<file path="src/rtl/sec_decoder_awe_param.sv">
// Single-error-correcting AN-code decoder.
// Accepts a received codeword W = A*N +/- 2^i, finds the single-bit arithmetic
// error (if any) by residue matching, corrects it, and divides by A to recover N.
//
// Ports:
//   clk       - clock, all state changes on the rising edge
//   rst       - asynchronous active-high reset
//   start     - decode request, accepted only while idle
//   w_in      - received codeword, captured on the accepting edge
//   busy      - high from the accepting edge until the DONE cycle ends
//   done      - one-cycle pulse when results become valid
//   n_out     - decoded data word
//   status    - 0 clean, 1 corrected, 2 uncorrectable
//   err_pos   - corrected bit position
//   err_sign  - 1 when the error was +2^i (fixed by subtracting)
module sec_decoder_awe_param #(
  parameter int unsigned DATA_BITS = 30,
  parameter int unsigned W_BITS    = 38,
  parameter int unsigned A         = 233
) (
  input  logic                        clk,
  input  logic                        rst,
  input  logic                        start,
  input  logic [W_BITS-1:0]           w_in,
  output logic                        busy,
  output logic                        done,
  output logic [DATA_BITS-1:0]        n_out,
  output logic [1:0]                  status,
  output logic [$clog2(W_BITS)-1:0]   err_pos,
  output logic                        err_sign
);

  // A < 2^AW, so residues and division remainders fit in AW bits
  localparam int unsigned AW = W_BITS - DATA_BITS;
  localparam int unsigned PW = $clog2(W_BITS);
  localparam int unsigned CW = $clog2(W_BITS + 1);

  localparam logic [1:0] ST_CLEAN = 2'd0;
  localparam logic [1:0] ST_CORR  = 2'd1;
  localparam logic [1:0] ST_UNCOR = 2'd2;

  typedef enum logic [2:0] {IDLE, RES, SEARCH, DIV, DONE} state_t;

  state_t            state;
  logic [W_BITS-1:0] w_reg;
  logic [AW-1:0]     r;
  logic [AW-1:0]     p;
  logic [PW-1:0]     idx;
  logic [W_BITS-1:0] dq;        // dividend shifts out MSB-first, quotient shifts in
  logic [AW-1:0]     rem;
  logic [CW-1:0]     cnt;
  logic              fixed;
  logic [PW-1:0]     fix_pos;
  logic              fix_sign;

  // Candidate arithmetic carried at W_BITS+1 bits so plus-overflow is visible
  logic [W_BITS:0]   pow_c;
  logic [W_BITS:0]   w_ext;
  logic [W_BITS:0]   plus_c;
  logic [W_BITS-1:0] minus_c;
  logic              minus_ok;
  logic              plus_ok;
  logic [AW:0]       rp_sum;
  logic [AW:0]       p_dbl;
  logic [AW-1:0]     p_nx;
  logic [AW:0]       rem_sh;
  logic              div_ge;
  logic [AW-1:0]     rem_nx;
  logic [W_BITS-1:0] q_nx;
  logic              q_ovf;
  logic [AW-1:0]     res_c;

  assign pow_c    = (W_BITS + 1)'(1) << idx;
  assign w_ext    = {1'b0, w_reg};
  assign plus_c   = w_ext + pow_c;
  assign minus_c  = w_reg - pow_c[W_BITS-1:0];
  assign minus_ok = (w_ext >= pow_c) && (r == p);
  // r and p are both in 1..A-1, so (r+p) mod A == 0 exactly when r+p == A
  assign rp_sum   = {1'b0, r} + {1'b0, p};
  assign plus_ok  = !plus_c[W_BITS] && (rp_sum == (AW + 1)'(A));

  // Next power-of-two residue: 2p < 2A, so one conditional subtract suffices
  assign p_dbl = {p, 1'b0};
  assign p_nx  = (p_dbl >= (AW + 1)'(A)) ? AW'(p_dbl - (AW + 1)'(A)) : AW'(p_dbl);

  // One restoring-division step
  assign rem_sh = {rem, dq[W_BITS-1]};
  assign div_ge = rem_sh >= (AW + 1)'(A);
  assign rem_nx = div_ge ? AW'(rem_sh - (AW + 1)'(A)) : AW'(rem_sh);
  assign q_nx   = {dq[W_BITS-2:0], div_ge};
  assign q_ovf  = |q_nx[W_BITS-1:DATA_BITS];

  assign res_c = AW'(w_reg % W_BITS'(A));

  // Decoder FSM with registered outputs
  always_ff @(posedge clk or posedge rst) begin
    if (rst) begin
      state    <= IDLE;
      w_reg    <= '0;
      r        <= '0;
      p        <= '0;
      idx      <= '0;
      dq       <= '0;
      rem      <= '0;
      cnt      <= '0;
      fixed    <= 1'b0;
      fix_pos  <= '0;
      fix_sign <= 1'b0;
      busy     <= 1'b0;
      done     <= 1'b0;
      n_out    <= '0;
      status   <= ST_CLEAN;
      err_pos  <= '0;
      err_sign <= 1'b0;
    end else begin
      case (state)
        IDLE: begin
          done <= 1'b0;
          if (start) begin
            w_reg <= w_in;
            busy  <= 1'b1;
            state <= RES;
          end
        end
        RES: begin
          r        <= res_c;
          fixed    <= 1'b0;
          fix_pos  <= '0;
          fix_sign <= 1'b0;
          dq       <= w_reg;
          rem      <= '0;
          cnt      <= '0;
          idx      <= '0;
          p        <= AW'(1);
          state    <= (res_c == '0) ? DIV : SEARCH;
        end
        SEARCH: begin
          // Minus candidate takes priority over plus at the same position
          if (minus_ok) begin
            dq       <= minus_c;
            fixed    <= 1'b1;
            fix_pos  <= idx;
            fix_sign <= 1'b1;
            state    <= DIV;
          end else if (plus_ok) begin
            dq       <= plus_c[W_BITS-1:0];
            fixed    <= 1'b1;
            fix_pos  <= idx;
            fix_sign <= 1'b0;
            state    <= DIV;
          end else if (idx == PW'(W_BITS - 1)) begin
            n_out    <= '0;
            status   <= ST_UNCOR;
            err_pos  <= '0;
            err_sign <= 1'b0;
            done     <= 1'b1;
            state    <= DONE;
          end else begin
            idx <= PW'(idx + 1'b1);
            p   <= p_nx;
          end
        end
        DIV: begin
          dq  <= q_nx;
          rem <= rem_nx;
          cnt <= CW'(cnt + 1'b1);
          if (cnt == CW'(W_BITS - 1)) begin
            done  <= 1'b1;
            state <= DONE;
            if (q_ovf) begin
              n_out    <= '0;
              status   <= ST_UNCOR;
              err_pos  <= '0;
              err_sign <= 1'b0;
            end else begin
              n_out    <= q_nx[DATA_BITS-1:0];
              status   <= fixed ? ST_CORR : ST_CLEAN;
              err_pos  <= fixed ? fix_pos : '0;
              err_sign <= fixed & fix_sign;
            end
          end
        end
        DONE: begin
          done  <= 1'b0;
          busy  <= 1'b0;
          state <= IDLE;
        end
        default: state <= IDLE;
      endcase
    end
  end

endmodule

</file>
<file path="config.mk">
export PLATFORM = sky130hd
export DESIGN_NAME = sec_decoder_awe_param
export DESIGN_NICKNAME = d
export VERILOG_FILES = /design/src/rtl/sec_decoder_awe_param.sv
export SDC_FILE = /design/constraint.sdc
export NUM_CORES = 1
export LEC_CHECK = 0
export BUFFER_PORTS_ARGS = -buffer_cell sky130_fd_sc_hd__buf_2
export CAP_MARGIN = 20
export CORE_UTILIZATION = 56
export CTS_BUF_LIST = sky130_fd_sc_hd__clkbuf_8
export DETAILED_ROUTE_END_ITERATION = 10
export MAX_ROUTING_LAYER = met4
export PLACE_DENSITY = 0.75
export REMOVE_ABC_BUFFERS = 1
export SLEW_MARGIN = 20
export SYNTH_ARGS = -nofsm -noshare
export SYNTH_HDL_FRONTEND = slang
export SYNTH_SLANG_ARGS = --single-unit
export TNS_END_PERCENT = 20
</file>
<file path="constraint.sdc">
create_clock -name clk -period 26.3 [get_ports clk]
set_clock_uncertainty 0.1 [all_clocks]
set_input_delay 5.26 -clock clk [delete_from_list [all_inputs] [get_ports clk]]
set_output_delay 5.26 -clock clk [all_outputs]
set_load 0.02 [all_outputs]
</file>
* Yosys cells after proc, flatten, opt, wreduce, memory -nomap -nowiden
Index checks and enable logic that the tools add are counted.
Word-level totals: flip-flop bits (word level) 164
Operators by class: mux-type cells 64, magnitude comparators 3, bitwise gates (word level) 1, $add $sub $neg 7, divide/modulo/power cells 1, reductions and logical operators 21, shift-type cells 1, equality and inequality tests 16
Operator list (count):
- two-way mux 30 bit | 5
- case mux 38 bit (3 select lines) | 1
- two-way mux 38 bit | 2
- two-way mux 6 bit | 11
- case mux 30 bit (2 select lines) | 1
- case mux 6 bit (2 select lines) | 4
- two-way mux 8 bit | 5
- adder 38 x 39 -> 39 bit | 1
- >= comparator 38 x 39 -> 1 bit | 1
- left shift 1 x 6 -> 39 bit (first input constant) | 1
- modulo 38 x 8 -> 38 bit (second input constant) | 1
- subtractor 38 bit | 1
- case mux 8 bit (2 select lines) | 2
- >= comparator 9 x 8 -> 1 bit (second input constant) | 2
- two-way mux 1 bit | 16
- subtractor 8 bit (second input constant) | 2
- two-way mux 3 bit | 5
- adder 6 x 1 -> 6 bit (second input constant) | 2
- == test 6 bit (second input constant) | 2
- != test 2 bit (second input constant) | 6
- case mux 3 bit (4 select lines) | 1
- two-way mux 2 bit | 5
- AND reduction 5 bit | 2
- adder 8 x 8 -> 9 bit | 1
- other kinds (22) | 34

* Longest topological paths before layout
depth in word-level cells 7, mapped depth 114, mapped depth without buffers 100

* Worst setup path before layout
No wires, ideal clock.
kind reg2reg, from reg w_reg[33], to reg r[1], clock period less this slack 24.130 ns, setup time 0.077 ns, arrival time 23.953 ns, stages on the path, launching flop included 106, slack 2.170 ns, cell sequence dfrtp_1 buf_4 nor2_2 or4_1 buf_4 a22oi_4 and2_1 nor2_2 xnor2_1 nor4b_1 nor4_4 a21o_4 a211oi_1 a21o_1 nand3_1 and4_1 o21a_2 o21ai_4 [70 not listed] xor2_2 ha_1 nand2_1 mux2_2 a21oi_2 o211ai_2 a21oi_4 xnor2_1 ha_1 nand2_1 nor2_1 a41oi_1 and3_1 o31a_1 o21bai_2 and2_4 mux2_1 o21ai_1
On the way: word-level cells in the longest chain between the ends 1
Ends and longest elaborated chain:
- start: declaration | RTL line 45 | logic [W_BITS-1:0] w_reg;
- start signal: assignment | RTL line 120 | w_reg <= w_in;
- modulo 38 x 8 -> 38 bit | RTL line 93 | assign res_c = AW'(w_reg % W_BITS'(A));
- end signal: assignment | RTL line 126 | r <= res_c;
- end: declaration | RTL line 46 | logic [AW-1:0] r;
Every way passes these cells. A chain may end at the register's enable or synchronous reset.

* Worst setup path in the final report
from reg w_reg[30], to reg state[0]
On the way: word-level cells in the longest chain between the ends 6, elaborated cells on any way between the ends 13, classes of those cells add/sub: 1; div: 1; order compare: 1; eq/ne: 1; mux: 4; reduce/logical: 5
Ends and longest elaborated chain:
- parallel branches: the longest is 6 deep, another holds modulo 38 x 8 -> 38 bit
- end signal: assignment | RTL line 135 | state <= (res_c == '0) ? DIV : SEARCH;
- end: declaration | RTL line 44 | state_t state;
Several ways; the timed one is not identified.

==> PnR_summary.wiki <==
{| class="wikitable"
! Metric !! Value
|-
| Status || finished clean
|-
| Synth Instances || 2955
|-
| Largest net degree at the start of global routing || 80
|-
| Seq cells post-synth || 164
|-
| Min-Delay Path Class || reg2reg
|-
| Post-synthesis share of cell area spent on full adders, half adders and majority gates || 6.57%
|-
| TritonCTS clock tree || done
|-
| Tightest slew margin relative to the limit || 31.5%
|-
| CP Data Required Time || 26.59 ns
|-
| Final Hold Violating Endpoints || 0
|-
| Detailed Route WL || 66300 µm
|-
| Most common cell on crit path || sky130_fd_sc_hd__buf_4
|-
| Number of enable flip-flop cells after synthesis || 0
|-
| Gr busiest metal || met2
|-
| Crit path max-delay cell type || sky130_fd_sc_hd__or4_4
|-
| Via count normalized by instance count || 6.39
|-
| Area grow syn2layout || 15.6%
|-
| Largest family of logic cells by synthesized area || compound AO/OA/AOI/OAI gates
|-
| Maximum buffer depth of the clock tree || 2
|-
| Clock transition at path regs || 0.11 ns
|-
| Nature of the critical path endpoint || register
|-
| Vias in the first global route || 21400
|-
| Asr flop ratio synth || 100%
|-
| Clock insertion delay at the later pin of the skew report || 0.48 ns
|-
| Horizontal extent of the die || 201 µm
|-
| Netlist Area Pre-Place || 22100 µm²
|-
| Tcrit/Tclk final || 96.3%
|-
| HPWL after detailed placement || 49100 µm
|-
| Count of maximum capacitance violations || 0
|-
| CP startpoint kind || register
|-
| Post-synthesis xor/xnor area fraction || 6.74%
|-
| CTS Hold Buffers Added || 0
|-
| Yosys top cell area share || 18.5%
|-
| Post-placement worst setup slack || -0.319 ns
|-
| Sum of overflow across all layers after global routing || 0
|-
| Antenna violations before repair || 0
|-
| Fraction of met1 tracks used by global routing || 43.0%
|-
| Total of endpoints with negative setup slack in the final report || 0
|-
| Met2 track demand over resource || 52.6%
|-
| Critical path start-end classification || reg2reg
|-
| Vias || 23300
|-
| Global-route usage over all layers || 32.3%
|-
| I/O pins || 82
|-
| Setup ws final || 0.984 ns
|-
| Per-cell routed wire length || 18.2 µm
|-
| Simple-gate portion of the synthesized area || 23.0%
|-
| Multiplexer area fraction after synthesis || 4.81%
|-
| Cell accounting for the most synthesized area || sky130_fd_sc_hd__dfrtp_1
|-
| Final layout net count || 3260
|-
| GR met3 Demand/Resource || 3.00%
|-
| Leading cell types by count after synthesis || sky130_fd_sc_hd__nor2_1, sky130_fd_sc_hd__nand2_1, sky130_fd_sc_hd__a21oi_1
|-
| Number of antenna diodes || 0
|-
| Die height || 201 µm
|-
| Sinks on the clock net || 164
|-
| Reg-to-reg setup timing slack || 0.98 ns
|-
| Slowest Stage Delay on Critical Path || 0.59 ns
|-
| Cell variety after synth || 152
|-
| Minimum period implied by the final worst setup slack || 25.32 ns
|-
| Number of buffers created by CTS || 17
|-
| Routability congestion estimate || 0.991
|-
| Arrival time worst endpoint || 25.60 ns
|-
| Quantity of I/O buffers inserted on ports || 81
|-
| Compound-Gate Fraction of Synth Area || 35.4%
|-
| Final core occ || 65.9%
|-
| Maximum clock frequency || 39.5 MHz
|-
| Standard cell core area || 38800 µm²
|-
| Worst slew pin tran || 1.02 ns
|-
| Part of the Yosys area used for sequential elements || 18.5%
|-
| Starting density of the core || 57.0%
|-
| Remaining antenna violation count || 0
|-
| Per-instance average area after synthesis || 7.49 µm²
|-
| Global-route wire length before repair || 107000 µm
|-
| Top fanout value on the critical path || 12
|-
| Most numerous cell in the Yosys netlist || sky130_fd_sc_hd__nor2_1
|-
| Leading cell types by total area after synthesis || sky130_fd_sc_hd__dfrtp_1, sky130_fd_sc_hd__nor2_1, sky130_fd_sc_hd__ha_1, sky130_fd_sc_hd__nand2_1, sky130_fd_sc_hd__a21oi_1
|-
| Area of the die || 40300 µm²
|-
| Final max-slew violation count || 0
|-
| DRC violations left || 0
|-
| Root buffer selected by CTS || sky130_fd_sc_hd__clkbuf_8
|-
| Total number of placement rows || 72
|-
| # H-tree levels || 4
|-
| Synthesis warning total || 0
|-
| Dominant synthesized flop cell || sky130_fd_sc_hd__dfrtp_1
|-
| Share of post-route cells with drive strength above 1 || 21.5%
|-
| Detailed Route Iter0 Violations || 1767
|-
| Number of detailed-routing iterations run before antenna repair || 7
|}
## per-stage QoR
stage	instances	cell area [µm²]	setup TNS [ns]	hold WS, ns
2_1_floorplan	2811	21500	0	0.339
3_3_place_gp	3559	23700	0	0.354
3_5_place_dp	3559	23700	-2.08	0.364
4_1_cts	3591	24200	0	0.387
5_1_grt	3647	25600	-1.63	0.410
6_report	3647	25600	0	0.382
## metal layers
layer	wire length, µm	up-vias
met2	31500	831
li1	-	11200
met4	1610	0
met3	3630	137
met5	0	-
met1	29600	11100
## cell usage in the layout, fill, tap and decap left out, types with 23 or more instances in the layout
| cell | count |
|---|---|
| sky130_fd_sc_hd__xor2_1 | 61 |
| sky130_fd_sc_hd__ha_1 | 100 |
| sky130_fd_sc_hd__xnor2_1 | 73 |
| sky130_fd_sc_hd__nand2_1 | 319 |
| sky130_fd_sc_hd__inv_1 | 120 |
| sky130_fd_sc_hd__nor3_1 | 38 |
| sky130_fd_sc_hd__mux2_2 | 24 |
| sky130_fd_sc_hd__nand4_1 | 30 |
| sky130_fd_sc_hd__o21ai_1 | 51 |
| sky130_fd_sc_hd__buf_4 | 203 |
| sky130_fd_sc_hd__dfrtp_1 | 157 |
| sky130_fd_sc_hd__a31oi_1 | 26 |
| sky130_fd_sc_hd__o211ai_1 | 38 |
| sky130_fd_sc_hd__nor2_1 | 353 |
| sky130_fd_sc_hd__nand3_1 | 67 |
| sky130_fd_sc_hd__a22o_1 | 41 |
| sky130_fd_sc_hd__a21o_1 | 76 |
| sky130_fd_sc_hd__o21ai_0 | 167 |
| sky130_fd_sc_hd__and2_1 | 29 |
| sky130_fd_sc_hd__mux2i_1 | 55 |
| sky130_fd_sc_hd__o21bai_1 | 23 |
| sky130_fd_sc_hd__o31ai_1 | 27 |
| sky130_fd_sc_hd__a21oi_1 | 222 |
| sky130_fd_sc_hd__buf_2 | 81 |
## cell families (layout without fill, tap and decap cells)
logic type,Yosys count,in the layout
adder cells (fa/ha/maj),117,117
XOR/XNOR,158,159
AND/OR/NAND/NOR,1075,1075
AO/OA/AOI/OAI,1073,1074
multiplexers,99,99
buffers and inverters,269,441
flip-flops,164,164
## layout make-up
class	count	area (µm²)
well taps	518	648
fillers	3300	13200
clock buffers	18	248
inverters	125	474
flip-flops and latches	164	4110
repair buffers	284	1930
clock inverters	14	139
multi-input cells	2524	18000
## critical path, delay by kind of cell (launching register included)
| kind | cells | cell delay [ns] |
|---|---|---|
| compound gates | 63 | 14.14 |
| simple gates | 22 | 6.36 |
| mux | 6 | 1.90 |
| buf+inv | 5 | 0.93 |
| fa+ha+maj | 3 | 0.79 |
| xor+xnor | 3 | 0.48 |
| flops | 1 | 0.46 |
## timing repair
item | in CTS | in global routing
cloned | 0 | 2
buffers inserted | 0 | 54
pin swaps | 0 | 62
endpoints found under the setup margin | 9 | 9
gates resized for setup | 10 | 192
## path summary, 6_finish.rpt
path,start,end,depth (start not counted)
worst max-delay path,w_reg[30],state[0],102
worst min-delay path,fixed,fixed,2
worst max register to register,w_reg[30],state[0],102
worst min register to register,fixed,fixed,2
max in group asynchronous,rst,w_reg[5],4
min in group asynchronous,rst,rem[4],2
Power is left out: the tool's default activity adds up to more than one toggle a clock period on the data nets, which glitch-free logic cannot reach.
